==> src/rtl/hazard_scoreboard.sv <==
// Hazard scoreboard: tracks in-flight register writes and decides
// load-use stalls and registered EX forwarding selects.
module hazard_scoreboard #(
  parameter int REG_AW     = 5,
  parameter int STAGES     = 3,
  parameter int LOAD_STAGE = 2,
  parameter int CNT_W      = 16,
  localparam int SEL_W     = $clog2(STAGES + 1)
) (
  input  logic              clk_i,
  input  logic              rst_i,
  input  logic              id_valid_i,
  input  logic [REG_AW-1:0] id_rs_i,
  input  logic [REG_AW-1:0] id_rt_i,
  input  logic              id_rs_used_i,
  input  logic              id_rt_used_i,
  input  logic              id_wen_i,
  input  logic [REG_AW-1:0] id_rd_i,
  input  logic              id_load_i,
  input  logic              flush_i,
  input  logic              hold_i,
  output logic              stall_o,
  output logic              pc_write_o,
  output logic              ifid_write_o,
  output logic [SEL_W-1:0]  fwd_a_o,
  output logic [SEL_W-1:0]  fwd_b_o,
  output logic [CNT_W-1:0]  stall_cnt_o
);

  logic [STAGES-1:0]             e_vld;
  logic [STAGES-1:0]             e_wen;
  logic [STAGES-1:0]             e_ld;
  logic [STAGES-1:0][REG_AW-1:0] e_rd;

  logic             st_a, st_b;
  logic [SEL_W-1:0] sel_a, sel_b;
  logic             issue;
  logic             wen_in;
  logic [REG_AW-1:0] rd_in;

  // Youngest matching producer decides: {stall, select}
  function automatic logic [SEL_W:0] lookup(
    input logic [REG_AW-1:0]             src,
    input logic                          used,
    input logic [STAGES-1:0]             vld,
    input logic [STAGES-1:0]             wen,
    input logic [STAGES-1:0]             ld,
    input logic [STAGES-1:0][REG_AW-1:0] rd
  );
    logic hit;
    logic hld;
    int   hk;
    hit = 1'b0;
    hld = 1'b0;
    hk  = 0;
    for (int k = STAGES - 1; k >= 0; k--) begin
      if (vld[k] && wen[k] && rd[k] == src) begin
        hit = 1'b1;
        hld = ld[k];
        hk  = k;
      end
    end
    lookup = '0;
    if (used && hit && hk != STAGES - 1) begin
      if (hld && (hk + 1) < LOAD_STAGE)
        lookup[SEL_W] = 1'b1;
      else
        lookup[SEL_W-1:0] = SEL_W'(hk + 1);
    end
  endfunction

  // Per-source readiness and the resulting stall / write enables
  always_comb begin
    {st_a, sel_a} = lookup(id_rs_i, id_rs_used_i,
                           e_vld, e_wen, e_ld, e_rd);
    {st_b, sel_b} = lookup(id_rt_i, id_rt_used_i,
                           e_vld, e_wen, e_ld, e_rd);
    stall_o      = id_valid_i & ~flush_i & (st_a | st_b);
    issue        = id_valid_i & ~flush_i & ~stall_o;
    pc_write_o   = ~stall_o & ~hold_i;
    ifid_write_o = ~stall_o & ~hold_i;
    wen_in       = issue & id_wen_i & (id_rd_i != '0);
    rd_in        = issue ? id_rd_i : '0;
  end

  // Shift scoreboard, register selects, count stall cycles
  always_ff @(posedge clk_i or posedge rst_i) begin
    if (rst_i) begin
      e_vld       <= '0;
      e_wen       <= '0;
      e_ld        <= '0;
      e_rd        <= '0;
      fwd_a_o     <= '0;
      fwd_b_o     <= '0;
      stall_cnt_o <= '0;
    end else if (!hold_i) begin
      e_vld   <= {e_vld[STAGES-2:0], issue};
      e_wen   <= {e_wen[STAGES-2:0], wen_in};
      e_ld    <= {e_ld[STAGES-2:0], issue & id_load_i};
      e_rd    <= {e_rd[STAGES-2:0], rd_in};
      fwd_a_o <= issue ? sel_a : '0;
      fwd_b_o <= issue ? sel_b : '0;
      if (stall_o && stall_cnt_o != '1)
        stall_cnt_o <= stall_cnt_o + CNT_W'(1);
    end
  end

endmodule

==> config.mk <==
export PLATFORM = sky130hd
export DESIGN_NAME = hazard_scoreboard
export DESIGN_NICKNAME = d
export VERILOG_FILES = /design/src/rtl/hazard_scoreboard.sv
export SDC_FILE = /design/constraint.sdc
export NUM_CORES = 1
export LEC_CHECK = 0
export ABC_AREA = 1
export CORE_MARGIN = 2
export CORE_UTILIZATION = 45
export CTS_BUF_LIST = sky130_fd_sc_hd__clkbuf_16
export DETAILED_ROUTE_END_ITERATION = 10
export GPL_TIMING_DRIVEN = 0
export PLACE_DENSITY = 0.81
export SLEW_MARGIN = 10
export SYNTH_ARGS = -nofsm -noshare
export SYNTH_HDL_FRONTEND = slang
export SYNTH_SLANG_ARGS = --single-unit
==> constraint.sdc <==
create_clock -name clk_i -period 2.5 [get_ports clk_i]
set_input_delay 0.375 -clock clk_i [delete_from_list [all_inputs] [get_ports clk_i]]
set_output_delay 0.375 -clock clk_i [all_outputs]
set_load 0.01 [all_outputs]
# Word level (Yosys, flattened, before mapping)
# Cells that the tools add are included.
# Widths: inputs -> output; s select.
# word_totals
out_inout_bits	23
wordCells	79
ff_bits	44
input_bits	24
# classes
n_eq_ne	9
mux	27
n_addsub	3
n_lt_le_gt_ge	2
reduce_logical	18
n_bitwise	11
# ops
cell	count
$mux 32	4
$add 32x2->32 const B	2
$lt 32x3->1 const B	2
$ne 32x3->1 const B	2
$eq 5x5->1	6
$add 16x1->16 const B	1
$logic_and 1x1->1	16
$ne 16x16->1 const B	1
$mux 1	14
$mux 2	6
$and 1x1->1	7
$mux 3	2
$mux 5	1
$reduce_bool 5->1	1
$not 1->1	3
$reduce_and 2->1	1
$or 1x1->1	1

# Depth between registers and ports, before layout
# Gate-level depths: netlist of the first run.
# depth
ltp_word	16
depth_mapped	19
mapped_depth_nobuf	18

# Least setup slack after synthesis of the first run
# OpenSTA, ideal clock, no wires.
# synth_timing
path_type	register to output
startpoint	register e_rd[8] (netlist bit)
endpoint	output port pc_write_o
path_buffers	1
setup_slack_ns	0.066
required_ns	2.125
stages_incl_launch_ff	15
arrival_ns	2.059
path_cell_list	dfrtp_1 inv_1 o21ai_0 nor2_1 nand4_1 nor2_1 inv_1 ha_1 nor2_1 nand2_1 inv_1 nand3_2 a21oi_1 nor2_1 buf_4
# synth_between
elab_chain_cells	13
word_cells_on_any_way	36
classes_between	add/sub: 2; order compare: 2; eq/ne: 4; mux: 16; bitwise: 4; reduce/logical: 8
# synth_lines
element	line_no	text
from (decl)	33	logic [STAGES-1:0][REG_AW-1:0] e_rd;
from (signal assigned)	100	e_rd <= {e_rd[STAGES-2:0], rd_in};
$eq 5x5->1	57	if (vld[k] && wen[k] && rd[k] == src) begin
$logic_and 1x1->1	57	
$mux 32 (2 in series)	57	
$add 32x2->32	n/a	
$lt 32x3->1	65	if (hld && (hk + 1) < LOAD_STAGE)
$logic_and 1x1->1	65	
$mux 1	65	
$mux 3	64	if (used && hit && hk != STAGES - 1) begin
$or 1x1->1 *	78	stall_o = id_valid_i & ~flush_i & (st_a | st_b);
$and 1x1->1 *	78	
net stall_o	22	output logic stall_o,
$not 1->1 *	n/a	
$and 1x1->1 *	n/a	
to (decl)	23	output logic pc_write_o,
# Mark *: on every way through the listed nets, which the timed path passes. The rest lies on a longest branch.

# Final worst setup path of the first run
# layout_timing
startpoint	register e_rd[6] (netlist bit)
endpoint	output port pc_write_o
# layout_between
elab_chain_cells	13
word_cells_on_any_way	36
classes_between	add/sub: 2; order compare: 2; eq/ne: 4; mux: 16; bitwise: 4; reduce/logical: 8
# layout_lines
element	line_no	text
$eq 5x5->1	57	
$logic_and 1x1->1	57	
$mux 32 (2 in series)	57	
$add 32x2->32	n/a	
$lt 32x3->1	65	
$logic_and 1x1->1	65	
$mux 1	65	
$mux 3	64	
$or 1x1->1 *	78	
$and 1x1->1 *	78	
$not 1->1 *	80	pc_write_o = ~stall_o & ~hold_i;
$and 1x1->1 *	80	
# Mark *: on every way between the ends. The rest lies on a longest branch, timed or not.

==> flow_summary.toml, run 1 <==
[floorplanning]
die_w_um = 83.8
fp-row-count = 29
die_h_um = 83.8
start_util = 0.459
die_area_um2 = 7020
ios = 47
core_region_area_um2 = 6240

[critical_path]
r2r-end = "fwd_a_o[0]"
critPathMaxStageDelay_ps = 410
cp.arrival_ps = 2480
worstPathCellList = "buf_4 > nand2_1 > nand2_1 > inv_2 > nand4_1 > nor2_2 > inv_2 > ha_4 > nor2_2 > nand2_1 > inv_2 > nand3_4 > a21oi_4 > nor2_2 > buf_4 > buf_6"
crit_path_top_delay_cell = "dfrtp_1"
cp_num_buf_inv = 6
cp-startpoint = "e_rd[6]"
crit_family = "simple AND/OR/NAND/NOR gates"
worstSetupPathType = "reg2out"
start_kind = "register"
cp_max_fo = 4
r2r.worst_path.cells = 21
cp-end-kind = "primary output"
rr_startpoint = "e_rd[1]"
rrSetupSlack_ps = -140
worstPathRequired_ps = 2120

[grt]
gr-usage-met1 = 0.292
use_met2 = 0.433
grt_pass1_wl_um = 13900
gr-total-overflow = 0
globalRouteMet3Util = 0.0514
antenna_found_initial = 0
grt_usage = 0.247
grt_pass1_vias = 3056
busiest_layer = "met2"
grt_max_degree = 35

[final_layout]
fin_nets = 560
drive_gt1_frac = 0.216
insertedDiodeCount = 0
mostFrequentLayoutCells = "169 x nand2_1, 48 x buf_4, 46 x inv_1, 43 x dfrtp_1"
fin_util = 0.654
final_cells = 609
final_common_cell = "nand2_1"
syn2layout_area_growth_pct = 42.5

[outcome]
outcome = "finished, violations left"
failed_checks = "negative setup slack"

[timing]
finalSetupViolations = 17
fmax_mhz = 350
whs_ps = 331
rsz0062_at_grt = "true"
finalCritPeriodShare = 1.14
worst_clock_skew_ps = 7.98
fin_crit_ps = 2860
max_slew_margin = 0.594
slew_violations = 0
hold_viol = 0
worstMarginPinSlew_ps = 609
worst_slack_ps = -358

[cts]
cts_buffers = 5
clk_latency_ps = 290
clkTransAtPathRegs_ps = 60
clockBufferDepth = 2
htree_levels = 2
cts-root-buf = "clkbuf_16"
clkSinkCount = 44
tritoncts = "built"

[pwr]
worst_ir_drop_vdd_mv = 0.327
combPwrFrac = 0.158
p_int_mw = 1.21
sw_frac_of_total = 0.270
p_leak_nw = 2.06
cellPowerDensity_nw_per_um2 = 408
clockPowerShare = 0.381
p_sw_mw = 0.449
p_total_mw = 1.66
p_seq_frac = 0.462

[detailed_routing]
wire_per_inst_um = 14.0
viasPerCell = 5.03
drt-pass1-iter-count = 5
drc = 0
ant_nets = 0
wirelength_um = 8530
via_count = 3064
first_iter_violations = 213

[hold_path]
min_path_type = "in2async"

[yosys]
synth_area_leaders = "dfrtp_1 38%, nand2_1 23%, inv_1 7.5%, nor2_1 5.4%, o21ai_0 4.9%"
syn_area_um2 = 2870
synth_area_leader_cell = "dfrtp_1"
ys_seq_area_frac = 0.384
synth_seq_cells = 44
synth_area_per_cell_um2 = 6.74
ys_warn_count = 0
synth.distinct_cells = 25
synthCells = 425
netlist.area_leader.share = 0.384
synth_nets = 454

[run]
drv_cap = 0

[placed_design]
gp_congestion = 0.952
pre_cts_ws_ps = -1090
dp_cells = 549
io_buffers = 46
hpwlAfterDp_um = 5260
cell type report:
cell class / count / area [um^2]
buffer: 8 / 48.8
clock buffer: 5 / 125
clock inverter: 3 / 11.3
fill: 515 / 2160
inverter: 61 / 229
multi-input combinational: 312 / 1600
sequential: 44 / 1100
tap: 77 / 96.3
timing repair buffer: 99 / 870
stage by stage:
step / area (um^2) / setup TNS [ps]
6_report: 4080 / -1740
3_5_place_dp: 3440 / -13210
4_1_cts: 3910 / -647
2_1_floorplan: 2870 / 0
3_3_place_gp: 3420 / -11320
5_1_grt: 4080 / -6010
synthesized netlist by cell type (all sizes together):
library cell,instances
clkbuf,5
buf,3
nor2,44
nand2,176
o21ai,28
nand3,25
xor2,12
nand4,6
nor4,2
dfrtp,44
ha,5
a21oi,2
xnor2,6
inv,61
nor3,5
o31ai,1
state kept, by name, summed over array words and instances (netlist names):
register	flops
stall_cnt_o	16
e_rd	15
e_ld	3
e_vld	3
e_wen	3
fwd_a_o	2
fwd_b_o	2
power by group through the flow:
stage / logic (mW) / clock network (mW) / registers [mW]
2_1_floorplan: 0.117 / 0 / 0.773
3_3_place_gp: 0.193 / 0 / 0.778
3_5_place_dp: 0.201 / 0 / 0.780
4_1_cts: 0.241 / 0.640 / 0.766
5_1_grt: 0.292 / 0.668 / 0.771
6_report: 0.263 / 0.633 / 0.768
cell families after synthesis:
| logic type | synth area share |
|---|---|
| adders and majority gates | 0.0218 |
| buffers and inverters | 0.0969 |
| AOI/OAI and AO/OA | 0.0550 |
| xor gates and xnor gates | 0.0550 |
| DFF | 0.384 |
| and+or+nand+nor | 0.387 |
how the worst max path moves through the flow:
stage                       endpoint  depth (start not counted)  slack, ps
after floorplan           pc_write_o                         14         70
after global placement    pc_write_o                         17      -1010
after detailed placement  pc_write_o                         17      -1090
after CTS                 pc_write_o                         16       -250
after global routing      pc_write_o                         16       -530
final                     pc_write_o                         16       -360
layer usage:
metal  vias to the layer above  wire [um]
met2                        99       4330
li1                       1522          -
met5                         -          0
met1                      1421       3450
met4                         0        255
met3                        22        492
repair_timing:
action                                  4_1_cts  5_1_grt
pin swaps                                    14        8
cloned                                        0        2
hold buffers                                  0        0
gates resized for setup                      42       37
buffers inserted                             43       12
endpoints found under the setup margin       26       30
Power figures use the tool's default switching activity.
==> run 2, diff against run 1 <==
- CAP_MARGIN: not set -> 20
- CTS_CLUSTER_SIZE: not set -> 25
==> results of run 2 <==
The final DEF is identical to that of run 1; final timing and power are the same.
==> run 3, diff against run 2 <==
- SETUP_SLACK_MARGIN: not set -> 0.15
- clock period: 2.5 -> 2.8 ns (I/O delays scaled with it)
==> flow_summary.toml, run 3 (synthesis results as in run 1) <==
[outcome]
outcome = "finished, violations left"
failed_checks = "negative setup slack"

[final_layout]
largest_reg_flops = 16
nFillCells = 470
top_register = "stall_cnt_o"
final_cell_area_um2 = 4190
largestRegisters = "stall_cnt_o: 16 flops, e_rd: 15 flops"
insertedDiodeCount = 0
drive_gt1_frac = 0.234
final_common_cell = "nand2_1"
mostFrequentLayoutCells = "165 x nand2_1, 45 x inv_1, 43 x dfrtp_1, 37 x buf_4, 34 x nor2_1"
fin_nets = 567
final_cells = 616
regArea_um2 = 1100
multi_input_area_um2 = 1590
syn2layout_area_growth_pct = 46.2

[cts]
cts_buffers = 5
ctsHoldBuffers = 0
clkTransAtPathRegs_ps = 70
tritoncts = "built"
cts-root-buf = "clkbuf_16"
clk_latency_ps = 290
clkSinkCount = 44
htree_levels = 2
clockBufferDepth = 2

[critical_path]
cp_num_buf_inv = 6
r2r-end = "e_rd[0]"
crit_path_top_delay_cell = "dfrtp_1"
crit_family = "simple AND/OR/NAND/NOR gates"
cp-startpoint = "e_rd[6]"
rr_startpoint = "e_rd[9]"
cp-end-kind = "primary output"
rrSetupSlack_ps = -90
path_depth = 16
crit_path_end = "pc_write_o"
start_kind = "register"
cp_max_fo = 4
critPathMaxStageDelay_ps = 410
worstPathCellList = "buf_4 > nand2_1 > nand2_1 > inv_2 > nand4_1 > nor2_2 > inv_2 > ha_4 > nor2_2 > nand2_1 > inv_2 > nand3_4 > a21oi_4 > nor2_2 > buf_4 > buf_6"
r2r.worst_path.cells = 20
worstPathRequired_ps = 2380
cp.arrival_ps = 2550
worstSetupPathType = "reg2out"

[placed_design]
gp_congestion = 0.952
hpwlAfterDp_um = 5260
dp_cells = 549
io_buffers = 46
place_area_um2 = 3440

[timing]
finalCritPeriodShare = 1.06
finalSetupViolations = 7
worstMarginPinSlew_ps = 659
fin_crit_ps = 2970
fmax_mhz = 337
max_slew_margin = 0.561
whs_ps = 376
slew_violations = 0
tns_ps = -583
worst_slack_ps = -169
worst_clock_skew_ps = 12.3
rsz0062_at_grt = "true"
hold_viol = 0

[grt]
grt_usage = 0.248
grt_max_degree = 35
grt_pass1_vias = 3048
grt_pass1_wl_um = 14000
gr-total-overflow = 0
antenna_found_initial = 0

[floorplanning]
core_region_area_um2 = 6240
die_area_um2 = 7020
die_h_um = 83.8
fp-row-count = 29
ios = 47
die_w_um = 83.8
start_util = 0.459

[detailed_routing]
wire_per_inst_um = 15.5
viasPerCell = 5.31
drc = 0
ant_nets = 0
dr.max_layer_used = "met4"
first_iter_violations = 305
wl_met2_um = 4720
wl_met1_um = 3750
wl_met3_um = 627
via_count = 3273
drt-pass1-iter-count = 5
wirelength_um = 9530

[pwr]
worst_ir_drop_vdd_mv = 0.298
p_leak_nw = 2.10
cellPowerDensity_nw_per_um2 = 362

[run]
drv_cap = 0

[hold_path]
min_path_type = "in2async"
==> run 3: what timing repair did <==
item	4_1_cts	5_1_grt
setup buffers	43	14
pin swaps	14	14
resized for setup	43	56
gates cloned	0	2
setup endpoints to repair	20	30
endpoints found under the hold margin	0	0
==> run 3: area by class of cell <==
type                       instances  area share
clock buffer                       5      0.0299
inverter                          61      0.0546
buffer                             8      0.0116
tap                               77      0.0230
sequential                        44       0.263
multi-input combinational        312       0.380
clock inverter                     3     0.00269
timing repair buffer             106       0.235
==> run 3: worst min path at each step <==
stage                                 end     start  slack [ps]
after detailed placement         e_wen[2]  e_wen[2]         460
final                      stall_cnt_o[7]     rst_i         380
after global routing      stall_cnt_o[12]     rst_i         420
after CTS                 stall_cnt_o[12]     rst_i         390
after floorplan                  e_wen[2]  e_wen[2]         450
after global placement           e_wen[2]  e_wen[2]         460
==> run 3: per-stage QoR <==
step | utilization | setup WS (ps) | total power, mW
floorplan | - | 300 | 0.795
global placement | 0.548 | -801 | 0.868
detailed placement | 0.552 | -877 | 0.876
CTS | 0.627 | 2.17 | 1.47
global route | 0.671 | -317 | 1.58
finish | 0.671 | -169 | 1.51
==> run 3: layer usage <==
metal  global-route usage  vias up
li1                     -     1525
met1                0.303     1540
met2                0.428      166
met3               0.0564       42
met4               0.0894        0
met5                    0        -
==> run 3: power breakdown <==
| part | internal, mW | switching [mW] | total (mW) | leakage, nW |
|---|---|---|---|---|
| combinational | 0.115 | 0.145 | 0.260 | 1.43 |
| clock | 0.322 | 0.246 | 0.567 | 0.0738 |
| sequential | 0.662 | 0.0267 | 0.688 | 0.601 |
